### config.mk
export PLATFORM = sky130hd
export DESIGN_NAME = muldiv_unit
export DESIGN_NICKNAME = d
export VERILOG_FILES = /design/src/rtl/muldiv_unit.sv
export SDC_FILE = /design/constraint.sdc
export NUM_CORES = 1
export LEC_CHECK = 0
export ABC_AREA = 1
export CORE_MARGIN = 2
export CORE_UTILIZATION = 45
export CTS_CLUSTER_DIAMETER = 60
export DETAILED_ROUTE_END_ITERATION = 7
export SLEW_MARGIN = 10
export SYNTH_ARGS = -nofsm -noshare
export SYNTH_HDL_FRONTEND = slang
export SYNTH_SLANG_ARGS = --single-unit
### constraint.sdc
create_clock -name clk -period 6.75 [get_ports clk]
set_input_delay 1.35 -clock clk [delete_from_list [all_inputs] [get_ports clk]]
set_output_delay 1.35 -clock clk [all_outputs]
set_load 0.01 [all_outputs]
### src/rtl/muldiv_unit.sv
// muldiv_unit -- iterative RV32M multiply/divide unit.
//
// Multiply uses a 32-step shift-add over operand magnitudes into a 64-bit
// product accumulator. Divide uses 32-step restoring radix-2 division. The
// sign fix-up is applied once, in FIN. Divide-by-zero and signed overflow
// skip CALC and go straight to FIN with pre-loaded results.
//
// Optional feature: define MULDIV_FAST_MUL_EN to compute all multiply ops
// with one 33x33 signed combinational multiply (IDLE -> FIN directly).
//
// Ports:
//   clk     - sole clock, rising edge
//   rst_n   - asynchronous active-low reset
//   A, B    - operands rs1 / rs2 (32 bit)
//   funct3  - 0 MUL, 1 MULH, 2 MULHSU, 3 MULHU, 4 DIV, 5 DIVU, 6 REM, 7 REMU
//   start   - request, sampled only in IDLE
//   kill    - flush; aborts the operation, no done pulse
//   result  - operation result, held until the next completion
//   busy    - high while in CALC or FIN
//   done    - one-cycle pulse marking result valid
module muldiv_unit (
  input  logic        clk,
  input  logic        rst_n,
  input  logic [31:0] A,
  input  logic [31:0] B,
  input  logic [2:0]  funct3,
  input  logic        start,
  input  logic        kill,
  output logic [31:0] result,
  output logic        busy,
  output logic        done
);

  typedef enum logic [1:0] {IDLE = 2'd0, CALC = 2'd1, FIN = 2'd2} state_t;

  state_t      state_r, state_nx_s;
  logic [4:0]  cnt_r;
  logic [2:0]  op_r;
  logic [31:0] opa_r;      // multiplicand (mul) or divisor (div) magnitude
  logic [63:0] acc_r;      // product accumulator; low half holds multiplier
  logic [31:0] rem_r;
  logic [31:0] quo_r;      // quotient; starts as the dividend magnitude
  logic        neg_r;      // negate product / quotient
  logic        rem_neg_r;  // negate remainder (sign of dividend)
  logic [31:0] result_r;
  logic        busy_r;
  logic        done_r;

  logic        a_signed_s, b_signed_s, a_neg_s, b_neg_s;
  logic [31:0] a_mag_s, b_mag_s;
  logic        div0_s, ovf_s, fast_s;
  logic [32:0] mul_sum_s;
  logic [32:0] div_part_s, div_diff_s;
  logic        div_ge_s;
  logic [63:0] prod_fix_s;
  logic [31:0] quo_fix_s, rem_fix_s, sel_s;

  // Operand decode for the request presented in IDLE.
  always_comb begin
    a_signed_s = (funct3 == 3'd1) || (funct3 == 3'd2) || (funct3 == 3'd4) || (funct3 == 3'd6);
    b_signed_s = (funct3 == 3'd1) || (funct3 == 3'd4) || (funct3 == 3'd6);
    a_neg_s    = a_signed_s & A[31];
    b_neg_s    = b_signed_s & B[31];
    a_mag_s    = a_neg_s ? (32'd0 - A) : A;
    b_mag_s    = b_neg_s ? (32'd0 - B) : B;
    div0_s     = funct3[2] && (B == 32'd0);
    ovf_s      = ((funct3 == 3'd4) || (funct3 == 3'd6)) &&
                 (A == 32'h8000_0000) && (B == 32'hFFFF_FFFF);
  end

`ifdef MULDIV_FAST_MUL_EN
  logic signed [65:0] fast_prod_s;
  assign fast_s      = ~funct3[2];
  assign fast_prod_s = $signed({a_signed_s & A[31], A}) * $signed({b_signed_s & B[31], B});
`else
  assign fast_s = 1'b0;
`endif

  // One iteration step of both datapaths.
  always_comb begin
    mul_sum_s  = {1'b0, acc_r[63:32]} + (acc_r[0] ? {1'b0, opa_r} : 33'd0);
    div_part_s = {rem_r, quo_r[31]};
    div_diff_s = div_part_s - {1'b0, opa_r};
    // Partial remainder is always < 2*divisor, so bit 32 of the difference
    // is set exactly when the trial subtraction underflows.
    div_ge_s   = ~div_diff_s[32];
  end

  // Sign fix-up and result selection, consumed in FIN.
  always_comb begin
    prod_fix_s = neg_r ? (64'd0 - acc_r) : acc_r;
    quo_fix_s  = neg_r ? (32'd0 - quo_r) : quo_r;
    rem_fix_s  = rem_neg_r ? (32'd0 - rem_r) : rem_r;
    sel_s      = 32'd0;
    case (op_r)
      3'd0:                sel_s = prod_fix_s[31:0];
      3'd1, 3'd2, 3'd3:    sel_s = prod_fix_s[63:32];
      3'd4, 3'd5:          sel_s = quo_fix_s;
      3'd6, 3'd7:          sel_s = rem_fix_s;
      default:             sel_s = 32'd0;
    endcase
  end

  // Next-state logic; kill always returns to IDLE.
  always_comb begin
    state_nx_s = state_r;
    case (state_r)
      IDLE: begin
        if (kill) begin
          state_nx_s = IDLE;
        end else if (start) begin
          state_nx_s = (div0_s || ovf_s || fast_s) ? FIN : CALC;
        end else begin
          state_nx_s = IDLE;
        end
      end
      CALC: begin
        if (kill) begin
          state_nx_s = IDLE;
        end else if (cnt_r == 5'd31) begin
          state_nx_s = FIN;
        end else begin
          state_nx_s = CALC;
        end
      end
      FIN:     state_nx_s = IDLE;
      default: state_nx_s = IDLE;
    endcase
  end

  // State and handshake registers.
  always_ff @(posedge clk or negedge rst_n) begin
    if (!rst_n) begin
      state_r <= IDLE;
      busy_r  <= 1'b0;
      done_r  <= 1'b0;
    end else begin
      state_r <= state_nx_s;
      busy_r  <= (state_nx_s != IDLE);
      done_r  <= (state_r == FIN) && !kill;
    end
  end

  // Datapath: capture in IDLE, iterate in CALC, load result in FIN.
  always_ff @(posedge clk or negedge rst_n) begin
    if (!rst_n) begin
      cnt_r     <= 5'd0;
      op_r      <= 3'd0;
      opa_r     <= 32'd0;
      acc_r     <= 64'd0;
      rem_r     <= 32'd0;
      quo_r     <= 32'd0;
      neg_r     <= 1'b0;
      rem_neg_r <= 1'b0;
      result_r  <= 32'd0;
    end else begin
      case (state_r)
        IDLE: begin
          if (start && !kill) begin
            op_r      <= funct3;
            cnt_r     <= 5'd0;
            opa_r     <= funct3[2] ? b_mag_s : a_mag_s;
            acc_r     <= {32'd0, b_mag_s};
            rem_r     <= 32'd0;
            quo_r     <= a_mag_s;
            neg_r     <= a_neg_s ^ b_neg_s;
            rem_neg_r <= a_neg_s;
            if (div0_s) begin
              quo_r     <= 32'hFFFF_FFFF;
              rem_r     <= A;
              neg_r     <= 1'b0;
              rem_neg_r <= 1'b0;
            end else if (ovf_s) begin
              quo_r     <= 32'h8000_0000;
              rem_r     <= 32'd0;
              neg_r     <= 1'b0;
              rem_neg_r <= 1'b0;
            end
`ifdef MULDIV_FAST_MUL_EN
            else if (fast_s) begin
              acc_r <= fast_prod_s[63:0];
              neg_r <= 1'b0;
            end
`endif
          end
        end
        CALC: begin
          if (!kill) begin
            cnt_r <= cnt_r + 5'd1;
            if (op_r[2]) begin
              rem_r <= div_ge_s ? div_diff_s[31:0] : div_part_s[31:0];
              quo_r <= {quo_r[30:0], div_ge_s};
            end else begin
              acc_r <= {mul_sum_s, acc_r[31:1]};
            end
          end
        end
        FIN: begin
          if (!kill) begin
            result_r <= sel_s;
          end
        end
        default: ;
      endcase
    end
  end

  assign result = result_r;
  assign busy   = busy_r;
  assign done   = done_r;

endmodule

; ---- Word level (Yosys, flattened, before mapping)
; Index checks and enable logic that the tools add are counted.
; Widths: inputs -> output; s select.
[op_classes]
n_eq_ne = 20
addsub = 8
n_reduce_logical = 26
bitwise = 5
mux = 37
[ops]
columns = cell, n
row1 = $mux 32, 16
row2 = $mux 64, 4
row3 = $pmux 32 s2, 2
row4 = $pmux 32 s4, 1
row5 = $pmux 64 s2, 1
row6 = $sub 1x32->32 const A, 4
row7 = $eq 32x32->1 const B, 2
row8 = $sub 1x64->64 const A, 1
row9 = $add 32x32->33, 1
row10 = $sub 33x32->33, 1
row11 = $logic_not 32->1, 1
row12 = $eq 3x3->1 const B, 6
row13 = $mux 2, 5
row14 = $mux 5, 2
row15 = $pmux 5 s2, 1
row16 = $eq 3x2->1 const B, 3
row17 = $ne 2x2->1 const B, 4
row18 = $reduce_and 4->1, 2
row19 = $logic_or 1x1->1, 7
row20 = $eq 3x1->1 const B, 2
row21 = $add 5x1->5 const B, 1
row22 = $eq 5x5->1 const B, 1
row23 = $logic_and 1x1->1, 5
row24 = $mux 1, 4
row25 = 14 further kinds, 19
[totals]
wordCells = 108
output_inout_bits = 34
register_bits = 206

; ---- Longest topological paths before layout
[logic_depth]
word_depth = 10
ltp_mapped = 19
mapped_depth_nobuf = 18

; ---- Least setup slack after synthesis
; OpenSTA, ideal clock, no wires.
[synth_timing]
path_type = input to register
from = input port B[0]
to = register quo_r[22]
arrival_ns = 2.823
path_buffers = 1
setup_time_ns = 0.077
path_stages = 15
path_slack_ns = 3.850
cell_sequence = inv_1 > ha_1 > nand3_2 > nor2_4 > nand3_2 > nor2_2 > nand2_2 > nor2_4 > nand2_2 > nand2_2 > inv_2 > buf_2 > nand2_1 > nand2_1 > o21ai_1
[synth_between]
elab_chain_cells = 6
elab_cells_between_ends = 8
cone_classes = eq/ne (1) / mux (4) / reduce/logical (3)
[synth_lines]
columns = element, line_no
row1 = from (decl), 25  ; input logic [31:0] B,
row2 = $eq 32x32->1, 68  ; (A == 32'h8000_0000) && (B == 32'hFFFF_FFFF);
row3 = $logic_and 1x1->1, 68
row4 = $mux 32, 173  ; end else if (ovf_s) begin
row5 = $mux 32 *, 168  ; if (div0_s) begin
row6 = $mux 32 *, 159  ; if (start && !kill) begin
row7 = $pmux 32 s2 *, 157  ; case (state_r)
row8 = to (signal assigned), 165  ; quo_r <= a_mag_s;
row9 = to (signal assigned), 192  ; quo_r <= {quo_r[30:0], div_ge_s};
row10 = to (decl), 42  ; logic [31:0] quo_r;
; Every way passes the cells marked *; elsewhere a longest branch is shown, timed or not. The select of a mux whose other input is x is not followed.
; A chain may end at the register's enable or synchronous reset.

; ---- Worst setup path in the final report
[layout_timing]
from = input port kill
to = register rem_r[29]
[layout_between]
elab_chain_cells = 4
elab_cells_between_ends = 5
cone_classes = eq/ne (2) / reduce/logical (3)
[layout_lines]
columns = element, line_no
row1 = from (decl), 28  ; input logic kill,
row2 = $logic_not 1->1, -
row3 = $logic_and 1x1->1, 159
row4 = $ne 2x2->1 (no line), -
row5 = $reduce_and 4->1 (no line) *, -
row6 = to (signal assigned), 191  ; rem_r <= div_ge_s ? div_diff_s[31:0] : div_part_s[31:0];
row7 = to (decl), 41  ; logic [31:0] rem_r;
; Every way passes the cells marked *; elsewhere a longest branch is shown, timed or not.

==> results.cfg <==
[timing]
finalSetupTns_ns = 0
relSlewSlack = 0.251
fmax_mhz = 243
post-route-period-util = 0.609
clock_skew_ns = 0.0324
setup_violations = 0
setup_ws_ns = 2.64
drv_slew = 0
period_needed_ns = 4.11
worst-slew-pin-transition_ns = 1.12
whs_ns = 0.481
hold_viol = 0
rsz0062_at_grt = false

[drt]
wl_per_cell_um = 23.0
viasPerCell = 5.90
dr_wl_met2_mm = 41.9
drt_iter0_markers = 3379
highest_layer = met4
dr_wl_met3_mm = 9.70
drt_first_pass_iters = 6
routed_wl_mm = 97.2
wl_met1_mm = 39.3
postRouteAntennaNets = 0
num_vias = 25000
drc = 0

[power]
vdd_drop_max_mv = 0.422
p_leak_uw = 0.0118
power-per-cell-area_nw_per_um2 = 374
total_power_uw = 8740

[die]
die_area_um2 = 48000
initial_utilization = 0.457
fp-row-count = 78
core_area_um2 = 45600
dieHeight_um = 219
fp.dieW_um = 219
io_pins = 105

[global_route]
grt_max_degree = 108
grt_overflow = 0
grt_pass1_wl_mm = 144
grt.total_usage = 0.401
antenna_found_initial = 2
grt_pass1_vias = 23000

[logic_synthesis]
synth.top_cell.area_share = 0.247
synth_area_um2 = 20800
yosysSeqAreaShare = 0.247
netlist_instances = 3548
ys_types = 51
ys.flop_type = dfrtp_1
synth_edf_count = 0
yosys-top-cells-count = 1056 x nand2_1, 506 x inv_1, 368 x nor2_1, 326 x nand3_1, 206 x dfrtp_1
yosysMostFrequentCell = nand2_1
yosys-top-cells-area = dfrtp_1 25%, nand2_1 19%, inv_1 9.1%
ys_async_sr_fraction = 1.00
syn-num-nets = 3693
ys_warn_count = 0
synth_area_leader_cell = dfrtp_1
syn_area_per_cell_um2 = 5.87
ys_ff_latch = 206

[critical_path]
critPathMaxFanout = 58
crit_type = input pin to flop
cp.arrival_ns = 4.58
reg2reg_to = acc_r[53]
endpoint_kind = flop
rr_startpoint = acc_r[0]
r2r_cells = 13
cp_data_required_time_ns = 7.22
reg2reg_slack_ns = 3.25
cp-start-kind = input pin

[cells_and_area]
drive_gt1_frac = 0.0483
syn2layout_area_growth_pct = 12.3
final_area_um2 = 23400
final_nets = 3745

[placement]
dp_slack_ns = 2.19
hpwl_mm = 78.1
gp_congestion = 1.05
postPlaceCellArea_um2 = 22300
portBuffers = 104

[clock_tree]
clk_latency_ns = 0.62
cts.sinks = 206
cts_tree = done
cts_root_buf = clkbuf_16
cts_setup_buffers = 0
htree_levels = 1
cts_max_path_buffers = 3
ctsResizeCount = 0
cts-hold-fix-buffers = 0
clk_pin_slew_worst_paths_ns = 0.06
cts_buffers = 31

[worst_hold_path]
hold_path_startpoint = result[14]
whs_path_depth = 2
hold_end = result[14]
hold_class = flop to flop

[flow_run]
drv_cap = 0

[outcome]
status = completed
[worst max-delay path, stage by stage]
cell and delay (ns):
clkdlybuf4s50_1 0.45, inv_2 0.07, nand2_1 0.10, nand3_1 0.14, nand2_1 0.53, inv_2 0.97, buf_4 0.55, o21ai_0 0.18
inv_1 0.08, a21oi_1 0.06
[sequential cells by signal, indices dropped and copies added (netlist names)]
register,flops
done,1
neg_r,1
state_r,2
op_r,3
rem_neg_r,1
rem_r,32
result,32
quo_r,32
opa_r,32
busy,1
cnt_r,5
acc_r,64
[worst max-delay path by stage]
| stage | endpoint | start |
|---|---|---|
| after floorplan | quo_r[22] | B[0] |
| after global placement | rem_r[28] | kill |
| after detailed placement | rem_r[28] | kill |
| after CTS | rem_r[29] | kill |
| after global routing | rem_r[29] | kill |
| final | rem_r[29] | kill |
[kinds of logic after synthesis]
group,after synthesis,synth area share
simple gates,1963,0.401
buf+inv,654,0.121
compound gates,571,0.152
flops,206,0.247
xor+xnor,80,0.0336
fa+ha+maj,74,0.0452
[where the power goes]
| part | internal, µW | total, µW | switching, µW |
|---|---|---|---|
| combinational | 1470 | 4980 | 3510 |
| sequential | 1530 | 2060 | 534 |
| clock | 1010 | 1700 | 685 |
| total | 4010 | 8740 | 4730 |
[placed cells by master, fill, tap and decap left out, drive strengths merged]
master,instances
inv,559
fa,2
nand2b,1
nand3,330
a22oi,19
o21bai,3
nand3b,21
o21a,5
ha,72
xor2,68
and2,4
a21o,4
clkdlybuf4s50,103
a31oi,9
a21boi,2
o211ai,16
a21oi,189
or2,22
diode,2
bufinv,3
o221ai,31
nor4,9
a221oi,1
o22ai,21
nor3b,2
xnor2,12
nor3,61
dfrtp,206
o31ai,7
nand4,68
clkinvlp,3
nand2,1066
clkinv,5
buf,19
clkbuf,39
nor2,379
o21ai,264
[cell type report]
class / instances / area, µm²
flip-flops and latches: 206 / 5160
repair buffers: 122 / 1180
multi-input cells: 2688 / 13200
diodes: 2 / 5.00
clock buffers: 39 / 846
fillers: 4826 / 22200
well taps: 600 / 751
clock inverters: 19 / 221
inverters: 551 / 2070
[layer usage]
layer,global-route usage,up-vias
li1,-,11600
met1,0.534,11600
met2,0.618,1464
met3,0.0736,279
met4,0.213,0
met5,0,-
[through the flow]
step / util / cells
4_1_cts: 0.513 / 4225
2_1_floorplan: - / 3548
6_report: 0.513 / 4227
3_5_place_dp: 0.490 / 4167
3_3_place_gp: 0.490 / 4167
5_1_grt: 0.513 / 4225
(Power assumes the default switching activity.)
